`config.mk`:
```
export PLATFORM = sky130hd
export DESIGN_NAME = fsm_table_param_flat
export DESIGN_NICKNAME = d
export VERILOG_FILES = /design/src/rtl/fsm_table_param_if.sv /design/src/rtl/fsm_table_param.sv /design/src/flat_wrapper.sv
export SDC_FILE = /design/constraint.sdc
export NUM_CORES = 1
export LEC_CHECK = 0
export BUFFER_PORTS_ARGS = -buffer_cell sky130_fd_sc_hd__buf_2
export CAP_MARGIN = 25
export CORE_UTILIZATION = 58
export CTS_BUF_LIST = sky130_fd_sc_hd__clkbuf_8
export CTS_CLUSTER_SIZE = 30
export DETAILED_ROUTE_END_ITERATION = 8
export MAX_ROUTING_LAYER = met4
export PLACE_DENSITY = 0.78
export SYNTH_ARGS = -nofsm -noshare
export SYNTH_HDL_FRONTEND = slang
export SYNTH_SLANG_ARGS = --single-unit
```
`constraint.sdc`:
```
create_clock -name clk -period 2.9 [get_ports clk]
set_input_delay 0.435 -clock clk [delete_from_list [all_inputs] [get_ports clk]]
set_output_delay 0.435 -clock clk [all_outputs]
set_load 0.01 [all_outputs]
```
`src/rtl/fsm_table_param_if.sv`:
```
// Bus between the FSM and its driver.
// The master drives the condition inputs, hold and the table write port.
// The slave drives back state, the change pulse and the dwell count.
interface fsm_table_param_if #(
    parameter int SW = 4,
    parameter int IW = 2,
    parameter int CW = 8
);
    localparam int CFGW = 1 + 2*IW + 2*SW;

    logic [IW-1:0]   input_vec;
    logic            hold;
    logic            cfg_we;
    logic [SW-1:0]   cfg_addr;
    logic [CFGW-1:0] cfg_wdata;
    logic [SW-1:0]   state;
    logic            state_changed;
    logic [CW-1:0]   dwell;

    modport master (
        output input_vec, hold, cfg_we, cfg_addr, cfg_wdata,
        input  state, state_changed, dwell
    );

    modport slave (
        input  input_vec, hold, cfg_we, cfg_addr, cfg_wdata,
        output state, state_changed, dwell
    );
endinterface

```
`src/rtl/fsm_table_param.sv`:
```
// Table-driven FSM.
// Each state owns a runtime-writable entry holding a branch condition and its two successors.
// Reset reloads the legacy binary-tree walk into every entry.
// A state-change pulse and a saturating dwell counter are provided for debug.
module fsm_table_param #(
    parameter int SW = 4,
    parameter int IW = 2,
    parameter int CW = 8
) (
    input logic clk,
    input logic reset,
    fsm_table_param_if.slave bus
);
    localparam int NS       = 2**SW;
    localparam int CFGW     = 1 + 2*IW + 2*SW;
    localparam int NF_LSB   = 0;
    localparam int NT_LSB   = SW;
    localparam int MASK_LSB = 2*SW;
    localparam int POL_LSB  = 2*SW + IW;
    localparam int MODE_BIT = CFGW - 1;

    // Default entry: the tree successors are 2s+1 and 2s+2.
    // Mode and polarity come from the low state bits.
    // Only input bits 0 and 1 take part in the condition.
    function automatic logic [CFGW-1:0] def_entry(input int s);
        logic [SW-1:0] nt;
        logic [SW-1:0] nf;
        logic [IW-1:0] pol;
        logic [IW-1:0] mask;
        logic          mode;
        nt        = SW'((2*s + 1) % NS);
        nf        = SW'((2*s + 2) % NS);
        pol       = '0;
        pol[0]    = 1'((s >> 0) & 1);
        pol[1]    = 1'((s >> 1) & 1);
        mask      = '0;
        mask[1:0] = 2'b11;
        mode      = 1'((s >> 2) & 1);
        return {mode, pol, mask, nt, nf};
    endfunction

    logic [NS-1:0][CFGW-1:0] tbl_q, tbl_d;
    logic [SW-1:0]           state_q, state_d;
    logic                    changed_q, changed_d;
    logic [CW-1:0]           dwell_q, dwell_d;

    logic [CFGW-1:0] cur;
    logic [IW-1:0]   t;
    logic [IW-1:0]   mask;
    logic            cond;

    // Table write port: the write lands on this edge, so the transition on the same edge still sees the old entry.
    always_comb begin
        tbl_d = tbl_q;
        if (bus.cfg_we)
            tbl_d[bus.cfg_addr] = bus.cfg_wdata;
    end

    // Table storage; reset restores defaults and drops any concurrent write.
    always_ff @(posedge clk) begin
        if (reset) begin
            for (int i = 0; i < NS; i++)
                tbl_q[i] <= def_entry(i);
        end else begin
            tbl_q <= tbl_d;
        end
    end

    // State register with change pulse and dwell counter.
    always_ff @(posedge clk) begin
        if (reset) begin
            state_q   <= '0;
            changed_q <= 1'b0;
            dwell_q   <= '0;
        end else begin
            state_q   <= state_d;
            changed_q <= changed_d;
            dwell_q   <= dwell_d;
        end
    end

    // Next state: evaluate the current state's entry; hold freezes the state.
    always_comb begin
        cur     = tbl_q[state_q];
        t       = bus.input_vec ^ cur[POL_LSB +: IW];
        mask    = cur[MASK_LSB +: IW];
        cond    = cur[MODE_BIT] ? |(t & mask) : &(t | ~mask);
        state_d = state_q;
        if (!bus.hold)
            state_d = cond ? cur[NT_LSB +: SW] : cur[NF_LSB +: SW];
    end

    // Observability: pulse only on a real value change.
    // Dwell counts self-loops and hold as well.
    always_comb begin
        changed_d = (state_d != state_q);
        dwell_d   = dwell_q;
        if (changed_d)
            dwell_d = '0;
        else if (dwell_q != {CW{1'b1}})
            dwell_d = dwell_q + 1'b1;
    end

    assign bus.state         = state_q;
    assign bus.state_changed = changed_q;
    assign bus.dwell         = dwell_q;
endmodule

```
`src/flat_wrapper.sv`:
```
// flat-port wrapper written by rule: the top's interface ports become plain ports
module fsm_table_param_flat 
#(
    parameter int SW = 4,
    parameter int IW = 2,
    parameter int CW = 8
)
  (clk, reset, bus_input_vec, bus_hold, bus_cfg_we, bus_cfg_addr, bus_cfg_wdata, bus_state, bus_state_changed, bus_dwell);
  fsm_table_param_if #(.SW(SW), .IW(IW), .CW(CW)) bus_i ();
  input logic clk;
  input logic reset;
  input wire logic [$bits(bus_i.input_vec)-1:0] bus_input_vec;
  input wire logic [$bits(bus_i.hold)-1:0] bus_hold;
  input wire logic [$bits(bus_i.cfg_we)-1:0] bus_cfg_we;
  input wire logic [$bits(bus_i.cfg_addr)-1:0] bus_cfg_addr;
  input wire logic [$bits(bus_i.cfg_wdata)-1:0] bus_cfg_wdata;
  output wire logic [$bits(bus_i.state)-1:0] bus_state;
  output wire logic [$bits(bus_i.state_changed)-1:0] bus_state_changed;
  output wire logic [$bits(bus_i.dwell)-1:0] bus_dwell;
  assign bus_i.input_vec = bus_input_vec;
  assign bus_i.hold = bus_hold;
  assign bus_i.cfg_we = bus_cfg_we;
  assign bus_i.cfg_addr = bus_cfg_addr;
  assign bus_i.cfg_wdata = bus_cfg_wdata;
  assign bus_state = bus_i.state;
  assign bus_state_changed = bus_i.state_changed;
  assign bus_dwell = bus_i.dwell;
  fsm_table_param #(.SW(SW), .IW(IW), .CW(CW)) u_core (.clk(clk), .reset(reset), .bus(bus_i));
endmodule
```
Word level (Yosys, flattened, before mapping)
Cells that the tools add are included.
{ "classes": {"n_addsub": 1, "mul": 0, "n_div": 0, "n_lt_le_gt_ge": 3, "eq_ne": 2, "shifts": 0, "mux": 8, "bitwise": 4, "reduce_logical": 4} }
{ "op_table": {"columns": ["op", "n"], "rows": [
  ["208-bit bitwise mux", 1],
  ["13-bit binary-select mux with 4-bit select", 1],
  ["13-bit demux with 4-bit select", 1],
  ["13-bit two-way mux", 2],
  ["4-bit by 5-bit < comparator with 1-bit output, second input constant", 2],
  ["8-bit by 1-bit adder with 8-bit output, second input constant", 1],
  ["4-bit two-way mux", 2],
  ["8-bit inequality test, second input constant", 1],
  ["4-bit by 1-bit >= comparator with 1-bit output, second input constant", 1],
  ["4-bit inequality test", 1],
  ["2-bit OR reduction", 2],
  ["2-bit bitwise AND", 1],
  ["2-bit NOT", 1],
  ["2-bit OR", 1],
  ["2-bit AND reduction", 1],
  ["2-bit XOR", 1],
  ["1-bit logical AND", 1],
  ["1-bit two-way mux", 1]
]} }
{ "totals": {"regBits": 221, "latchBits": 0, "mem_bits_rw": 0, "mem_bits_ro": 0, "input_bits": 23, "output_inout_bits": 13, "elab_cells": 41, "memories": 0} }

Depth between registers and ports, before layout
Gate-level depths: netlist of run 1.
{ "depth": {"word_depth": 10, "depth_mapped": 11, "depth_no_buf": 7} }

Least setup slack after synthesis of run 1
No wires, ideal clock.
{ "synth_timing": {"kind": "register -> register", "start": "register u_core.state_q[2], in the netlist u_core.bus.state[2]", "end": "register u_core.changed_q, in the netlist u_core.bus.state_changed", "setup_time_ns": 0.129, "arrival_time_ns": 2.682, "required_ns": 2.771, "slack_ns": 0.088, "stages_incl_launch_ff": 9, "n_path_buf": 1, "synth_period_minus_slack_ns": 2.812, "path_cell_list": "dfxtp_1 -> buf_6 -> mux4_1 -> mux4_2 -> xor2_1 -> mux2_4 -> o211a_4 -> mux2_4 -> nor2b_1"} }
{ "synth_between": {"elab_chain_len": 9, "word_cells_on_any_way": 12, "classes_between": "eq/ne: 1; mux: 5; bitwise: 4; reduce/logical: 2"} }
{ "synth_lines": {"columns": ["item", "line_no", "rtl"], "rows": [
  ["start: declaration", "fsm_table_param.sv:43", "logic [SW-1:0] state_q, state_d;"],
  ["start signal: assignment", "fsm_table_param.sv:76", "state_q <= state_d;"],
  ["13-bit binary-select mux with 4-bit select", "fsm_table_param.sv:84", "cur = tbl_q[state_q];"],
  ["13-bit two-way mux (not written as such)", "fsm_table_param.sv:84", null],
  ["2-bit XOR / 2-bit NOT (equally long branches)", "fsm_table_param.sv:85, fsm_table_param.sv:87", null],
  ["2-bit OR / 2-bit bitwise AND (equally long branches)", "fsm_table_param.sv:87", "cond = cur[MODE_BIT] ? |(t & mask) : &(t | ~mask);"],
  ["2-bit AND reduction / 2-bit OR reduction (equally long branches)", "fsm_table_param.sv:87", null],
  ["1-bit two-way mux", "fsm_table_param.sv:87", null],
  ["4-bit two-way mux", "fsm_table_param.sv:90", "state_d = cond ? cur[NT_LSB +: SW] : cur[NF_LSB +: SW];"],
  ["4-bit two-way mux", "fsm_table_param.sv:89", "if (!bus.hold)"],
  ["4-bit inequality test *", "fsm_table_param.sv:96", "changed_d = (state_d != state_q);"],
  ["end signal: assignment", "fsm_table_param.sv:77", "changed_q <= changed_d;"],
  ["end: declaration", "fsm_table_param.sv:44", "logic changed_q, changed_d;"]
]} }
Every way passes the cells marked *; elsewhere a longest branch is shown, timed or not. The select of a mux whose other input is x is not followed.
A chain may end at the register's enable or synchronous reset.

Final worst setup path of run 1
{ "layout_timing": {"start": "register u_core.state_q[0], in the netlist u_core.bus.state[0]", "end": "register u_core.dwell_q[6], in the netlist u_core.bus.dwell[6]"} }
{ "layout_between": {"elab_chain_len": 10, "word_cells_on_any_way": 13, "classes_between": "eq/ne: 1; mux: 5; bitwise: 4; reduce/logical: 3"} }
{ "layout_lines": {"columns": ["item", "line_no", "rtl"], "rows": [
  ["13-bit binary-select mux with 4-bit select", "fsm_table_param.sv:84", null],
  ["13-bit two-way mux (not written as such)", "fsm_table_param.sv:84", null],
  ["2-bit XOR / 2-bit NOT (equally long branches)", "fsm_table_param.sv:85, fsm_table_param.sv:87", null],
  ["2-bit OR / 2-bit bitwise AND (equally long branches)", "fsm_table_param.sv:87", null],
  ["2-bit AND reduction / 2-bit OR reduction (equally long branches)", "fsm_table_param.sv:87", null],
  ["1-bit two-way mux", "fsm_table_param.sv:87", null],
  ["4-bit two-way mux", "fsm_table_param.sv:90", null],
  ["4-bit two-way mux", "fsm_table_param.sv:89", null],
  ["4-bit inequality test *", "fsm_table_param.sv:96", null],
  ["2-bit OR reduction (no source line) *", null, null],
  ["end signal: assignment", "fsm_table_param.sv:78", "dwell_q <= dwell_d;"],
  ["end: declaration", "fsm_table_param.sv:45", "logic [CW-1:0] dwell_q, dwell_d;"]
]} }
Marks and branches as above.

==> results.md, run 1 <==
Yosys:
- The most frequently used flop master after synthesis is dfxtp_1.
- After synthesis, flip-flops and latches occupy 43.9% of the total area.
- The mapped netlist covers 10100 sq um.
- The number of nets in the synthesized netlist is between 1000 and 1500.
- Each instance of the synthesized netlist takes up on average 9.86 sq um.
- The number of synthesized flops with an enable pin is 0.
- The total of flip-flops plus latches after synthesis is around 220.
- The Yosys step of the flow raised 0 warnings.
- Counting every instance in the synthesized netlist gives 1022.
- The fraction of registers with async set/reset is 0%.
- The number of unique standard cell types used by synthesis is 48.

Place:
- The cell area after placement is 10600 sq um.
- The routability congestion estimate is ~0.85.
- The number of buffer cells added on primary ports is 35.
- Prior to clock tree synthesis, the placed netlist has a worst setup slack of -53.7 ps.
- After legalization and detailed placement, the total HPWL measured 15.4 mm.

Critical path:
- The category of the worst setup path capture point is a flip-flop.
- STA puts the critical path data required time at roughly 3300 ps.
- The worst register-to-register path has a depth of 8.
- The slowest stage cell on the critical path is mux4_2.
- The type of the setup path with the least slack is flip-flop to flip-flop.
- The number of buffers and inverters on the critical path is 1.
- The worst setup path is launched from a flip-flop.
- Traced cell by cell, the critical path runs through buf_4, mux4_2, a22oi_1, nand2_1, nor3b_2, o211a_4, mux2_4, nor4_2.
- The critical path crosses 8 cells after its start point.
- The arrival time at the worst endpoint is 3220 ps.
- For this run, the slowest stage of the critical path takes about 490 ps.
- In this design, the largest share of critical-path delay is due to multiplexers.
- The peak fanout along the critical path is 12.

Timing:
- The relative slew slack is 45.8%.
- The transition at the pin with the smallest max-transition slack is 812 ps.
- For this run, the top clock speed supported by timing is 357 MHz.
- The final count of pins violating max slew was 0.
- The count of endpoints failing hold in the final timing report is 0.
- The aggregate negative setup slack is 0 ps.
- Setup violations remaining at the end of the flow were counted as 0.
- On the final layout, the worst hold slack is between 200 and 300 ps.
- The final setup slack of the worst path is 97.6 ps.
- Dividing the final minimum period by the clock period gives a little under 100%.
- The clock period could shrink to 2800 ps.
- Setup repair after global routing left no endpoint under its margin.
- Between clock sinks in the finished design, the worst skew comes to 13.1 ps.

Die:
- The initial utilization of the core area, before any placement, comes to 60.1%.
- After floorplanning, the core was divided into 47 placement rows.
- The width of the chip is ~130 um.
- The I/O pin count is 36.
- The die is between 100 and 150 um tall.
- The core outline area is 16800 sq um.
- The full die area is 17900 sq um.

Hold path:
- The worst hold path was traced through 2 stages.
- The class of the tightest hold or removal check is input pin to flip-flop.

Layout:
- The multi-input combinational cell area is 5270 sq um.
- The filler cell count in the final layout is between 1000 and 1500.
- The net count of the finished layout is 1071.
- 0 antenna diodes ended up in the layout.
- The area occupied by registers is 4430 sq um.
- After routing the design area is 11300 sq um.
- The area growth from synthesis to layout is 12.2%.
- Cells with a size suffix above 1 make up 20.8% of the layout.

Routing:
- The first-iteration detailed-routing DRC count is 648.
- The routed layout has 7716 vias.
- After detailed routing, the number of remaining DRC violations is 0.
- Once detail routing completed, the nets flagged for antenna violations numbered 0.
- After detailed routing, the total wire length is 24.9 mm.
- The via count normalized by instance count is between 5 and 6.
- In the final routed layout, each cell accounts on average for approximately 19 um.
- The number of iterations in the first detailed-routing pass is 5.

Global route:
- The overall overflow remaining after global route is 0.
- The number of antenna violations at the first check in global routing is 0.
- In the global route stage, overall resource usage came out at 29.5%.
- The pin count of the biggest net entering global routing is 85.
- The global-route wire length before repair is 39.7 mm.
- The via count of the first global-routing pass came to roughly 7500.

Power:
- The register share of total power is 42.1%.
- Cell internal power was estimated by the tool at 5410 uW.
- For this design the total switching power over the nets is 2280 uW.
- In this run, the combinational gates consume about 25% of the power.
- The fraction of power spent switching nets is 29.7%.
- IR analysis of the VDD net gives a maximum drop of 0.000443 V.
- The leakage power summed over all cells is around 0.0041 uW.
- For this design the ratio of total power to cell area is 680 nW/um^2.
- The clock network burns roughly a third of the power.

Clock network:
- The clock root buffer is clkbuf_8.
- The CTS H-tree depth is 2.
- The clock latency at the later pin of the worst-skew pair is 510 ps.
- The clock-pin slew of the registers on the worst-case setup and hold paths is 60 ps.
- The clock net sink count is 221.
- The clock tree from TritonCTS is yes.
- The number of buffers added by the clock tree synthesis step is 37.
- The number of hold buffers added after cts is 0.
- The longest clock path from root to sink contains 3 buffers.

Run status:
- The flow ran to the end, and the final reports show no timing, DRC or antenna violations.

Flow run:
- The tool flagged a number of max-cap violations equal to 0.
## what timing repair did
| item | CTS | global route |
|---|---|---|
| setup endpoints to repair | 10 | 11 |
| gates resized for setup | 1 | 3 |
| pin swaps | 1 | 0 |
| setup buffers | 2 | 5 |
## per-stage QoR
stage / total power [uW] / std cells / utilization, %
6_report: 7690 / 1290 / 67.5
5_1_grt: 8010 / 1290 / 67.5
4_1_cts: 7680 / 1285 / 67.2
3_5_place_dp: 5120 / 1221 / 63.1
3_3_place_gp: 5080 / 1221 / 63.1
2_1_floorplan: 4550 / 1022 / -
## layout by cell type, fill, tap and decap left out, types with 3 or more instances in the layout
cell	instances
dfxtp_1	217
nor2_1	53
clkbuf_8	43
nand3b_1	37
o21ai_0	3
clkinv_2	3
mux2i_1	60
inv_1	17
nand2b_1	8
a22oi_1	4
nor2b_1	91
nand2_1	171
buf_12	5
mux2_2	5
mux4_1	3
a21oi_1	50
buf_2	34
nand3_1	5
nor2_2	10
o211ai_1	4
xor2_1	5
buf_4	48
a211o_1	87
nor3_1	8
and3_1	3
mux4_2	53
nor3_2	7
## sequential cells by signal, indices dropped and copies added, names as in the netlist
| signal | flops |
|---|---|
| u_core.tbl_q | 208 |
| u_core.bus.dwell | 8 |
| u_core.bus.state | 4 |
| u_core.bus.state_changed | 1 |
## Yosys cell counts (3+ instances only)
cell	instances	area share, %
inv_1	3	0.11
nor3_2	6	0.60
mux4_2	53	12
buf_1	20	0.74
buf_2	6	0.30
nor3_1	9	0.45
and3_1	3	0.19
nor2b_1	91	5.6
mux2i_1	60	6.0
mux4_1	3	0.78
nand3b_1	37	2.8
a211o_1	87	7.6
dfxtp_1	221	44
clkbuf_1	73	2.7
nand3_1	5	0.25
a22oi_1	4	0.30
nor3b_1	3	0.22
o21ai_0	3	0.15
nor2_1	63	2.3
nand2_1	171	6.4
mux2_2	5	0.56
xor2_1	5	0.43
o211ai_1	4	0.30
nand2b_1	8	0.50
a21oi_1	50	2.5
## cell families after synthesis
| family | count (synthesis) | share of synthesized area (%) |
|---|---|---|
| AO/OA/AOI/OAI | 160 | 11.9 |
| XOR/XNOR | 7 | 0.608 |
| adder cells (fa/ha/maj) | 1 | 0.124 |
| buffers and inverters | 107 | 4.21 |
| flip-flops | 221 | 43.9 |
| multiplexers | 123 | 19.4 |
| AND/OR/NAND/NOR | 403 | 19.8 |
## power by group through the flow
stage	logic, uW	registers, uW	clock network (uW)
after global placement	1780	3310	0
after detailed placement	1810	3310	0
after global routing	2040	3250	2720
after CTS	1850	3250	2580
final	1910	3240	2530
after floorplan	1300	3250	0
## metal layers
layer	part of all wire, %	global-route usage [%]
met4	2.5	11.0
met3	6.1	4.50
met2	48	46.3
met1	43	38.6
met5	0	-
## worst reg2reg max path, stage by stage, from the launching register on
cell and delay, ps:
dfxtp_4 480, buf_4 200, mux4_2 490, a22oi_1 390, nand2_1 140, nor3b_2 190, o211a_4 260, mux2_4 380
nor4_2 180
## final timing paths
kind	slack, ps	end	start
worst max-delay path	100	u_core.bus.dwell[6]	u_core.bus.state[0]
worst min-delay path	290	u_core.bus.state[1]	bus_hold
worst max register to register	100	u_core.bus.dwell[6]	u_core.bus.state[0]
worst min register to register	450	u_core.tbl_q[115]	u_core.tbl_q[115]
## layout make-up
cell class	count	share of cell area (%)
clock inverters	19	0.730
multi-input cells	694	46.6
inverters	5	0.166
repair buffers	88	5.68
well taps	220	2.43
flip-flops and latches	221	39.2
clock buffers	43	5.23
No activity file was read; power rests on OpenSTA's default activity.
==> run 2: changes to the inputs <==
Settings changed: CORE_MARGIN set to 3, MAX_ROUTING_LAYER met4 to not set.
==> results.md, run 2 (synthesis results as in run 1) <==
Run status:
- The run finished with clean final reports.

Critical path:
- The longest individual stage delay on the worst path is 530 ps (+40 ps).
- The slowest stage of the critical path belongs to the cell dfxtp_4.
- The number of buffers and inverters on the critical path is 1 (unchanged).
- The peak fanout along the critical path is 13 (+1).
- The worst setup path is captured at a flip-flop.
- The top cell family by delay on the critical path is multiplexers.
- The worst setup slack for register-to-register paths was 90 ps (about the same).
- The arrival time at the worst endpoint is 3220 ps (about the same).
- The critical path is of the flip-flop to flip-flop type.
- The critical path goes through buf_4, mux4_2, a22oi_1, nand2_1, nor3b_2, o211a_4, mux2_4, nor2b_1.
- The startpoint class of the critical path is a flip-flop.
- The data required time at the worst endpoint is 3310 ps (about the same).

Layout:
- The layout cell share with drive strength beyond 1 was 20.6% (-0.22 points).
- The layout net count was 1059 (-1.1%).
- The number of flip-flops under the largest register name is 208 (unchanged).
- The commonest non-fill, non-tap cell in the layout is dfxtp_1.
- The area growth from synthesis to layout came to 12.2% (about the same).
- The number of standard cells in the final layout excluding fillers is 1283 (-0.54%).
- In the layout the commonest cells are dfxtp_1, nand2_1, nor2b_1.
- The register containing the most flip-flops in the final layout is u_core.tbl_q.

Power:
- The peak supply drop is 0.000525 V (+19%).
- The areal power density over the cells is 694 nW/um^2 (+2.2%).
- The leakage power summed over all cells is 0.00408 uW (-0.52%).
- The power consumption is 7850 uW (+2.2%).

Die:
- The starting density of the core was 59.9% (-0.21 points).
- The I/O pin count is 36 (unchanged).
- The vertical die dimension was 138 um (+3.0%).
- The number of cell rows is 47 (unchanged).
- The core outline area was 16800 sq um (+0.35%).
- The width of the chip was 138 um (+3.0%).
- The full die area is 19000 sq um (+6.1%).

Routing:
- The total length of routed wires is 24.8 mm (-0.53%).
- The number of remaining DRC errors was 0 (unchanged).
- The first-iteration detailed-routing DRC count is 682 (+5.2%).
- The via count normalized by instance count is 6.04 (+1.0%).
- The detailed-route via count is 7754 (+0.49%).
- The post-detailed-route count of antenna-violating nets is 0 (unchanged).
- The average routed wire per standard cell is 19.3 um (about the same).
- The number of iterations in the first detailed-routing pass was 5 (unchanged).

Place:
- The worst-case setup slack after placement is -31.0 ps (+22.8 ps).
- The routability congestion estimate came to 0.863 (+1.4%).
- The number of buffer cells added on primary ports is 35 (unchanged).
- The estimated wirelength of the detail-placed design is 15.3 mm (-0.39%).
- The number of placed instances, taps included came to 1214 (-0.57%).

Timing:
- The share of the cycle needed by the critical path after routing is 97.1% (+0.43 points).
- The count of endpoints failing hold in the final timing report is 0 (unchanged).
- The final worst clock skew is 24.0 ps (+10.9 ps).
- The minimum period implied by the final worst setup slack is 2810 ps (+12.4 ps).
- The setup-violating endpoint count in the final report was 0 (unchanged).
- The final worst hold slack is 269 ps (-24.3 ps).
- The transition at the pin with the smallest max-transition slack is 841 ps (+29.1 ps).
- The relative slew slack is 43.9% (-1.9 points).
- The final count of pins violating max slew came to 0 (unchanged).
- The aggregate negative setup slack is 0 ps (unchanged).
- The final setup slack of the worst path is 85.2 ps (-12.4 ps).
- The maximum clock frequency is 355 MHz (-0.44%).

Clock network:
- The clock latency at the later pin of the worst-skew pair came to 520 ps (about the same).
- The CTS H-tree depth is 2 (unchanged).
- The number of buffers added by the clock tree synthesis step is 37 (unchanged).
- The number of hold buffers added after cts came to 0 (unchanged).
- TritonCTS built the clock tree.
- The clock net sink count was 221 (unchanged).
- The clock-pin slew of the registers on the worst-case setup and hold paths is 60 ps (about the same).
- The maximum buffer depth of the clock tree came to 3 (unchanged).
- The cell sitting at the root of the clock tree is a clkbuf_8.

Global route:
- The overall fraction of global-route tracks in use is 26.5% (-3.0 points).
- The global-route wire length before repair is 38.9 mm (-2.1%).
- The via count of the first global-routing pass is 7242 (-2.8%).
- The number of antenna violations at the first check in global routing is 0 (unchanged).
- The pin count of the biggest net entering global routing is 94 (+11%).
- The most heavily used metal layer in global routing is met2.
- The met2 global-route usage is 42.2% (-4.1 points).
- The global-route track usage on met1 came to 36.3% (-2.2 points).
- The met3 track demand over resource is 4.89% (+0.40 points).
- The overall overflow remaining after global route was 0 (unchanged).

Flow run:
- The max-cap check violation count came to 0 (unchanged).

Hold path:
- The tightest min-delay check is of the input pin to flip-flop type.
-- run 2: cell count changes in the layout (fill, tap and decap cells not counted), sizes merged --
| cell | before | now |
|---|---|---|
| clkinvlp | 2 | 0 |
| inv | 18 | 15 |
| clkbuf | 43 | 50 |
| clkinv | 4 | 6 |
| diode | 0 | 1 |
| buf | 88 | 76 |
-- run 2: what timing repair did --
| item | CTS | global route |
|---|---|---|
| resized for setup | 1 | 3 |
| setup buffers | 0 | 2 |
| gates cloned | 0 | 0 |
| endpoints found under the hold margin | 0 | 0 |
| endpoints found under the setup margin | 10 | 8 |
| pin swaps | 0 | 2 |
-- run 2: power breakdown --
| part | switching (uW) | internal (uW) | total (uW) |
|---|---|---|---|
| Sequential | 110 | 3130 | 3240 |
| Combinational | 960 | 887 | 1850 |
| Clock | 1230 | 1540 | 2760 |
-- run 2: cell type report --
cell class                 instances  area [sq um]
inverter                           5          18.8
multi-input combinational        694          5270
sequential                       221          4430
clock buffer                      50           688
clock inverter                    16          71.3
fill                            1338          5510
timing repair buffer              76           552
antenna                            1          2.50
tap                              220           275
-- run 2: final timing paths --
kind,start,endpoint,cells past startpoint
worst max-delay path,u_core.bus.state[0],u_core.bus.state_changed,8
worst max register to register,u_core.bus.state[0],u_core.bus.state_changed,8
worst min-delay path,bus_hold,u_core.bus.state[1],2
worst min register to register,u_core.tbl_q[52],u_core.tbl_q[52],2
-- run 2: through the flow --
step / utilization (%) / cell area, sq um
2_1_floorplan: - / 10100
3_3_place_gp: 62.6 / 10500
3_5_place_dp: 62.6 / 10500
4_1_cts: 67.1 / 11300
5_1_grt: 67.2 / 11300
6_report: 67.3 / 11300
-- run 2: metal layers --
layer | routed length (um) | part of all wire, %
met4 | 600 | 2.4
met1 | 11000 | 45
met5 | 0 | 0
met2 | 11700 | 47
met3 | 1490 | 6.0
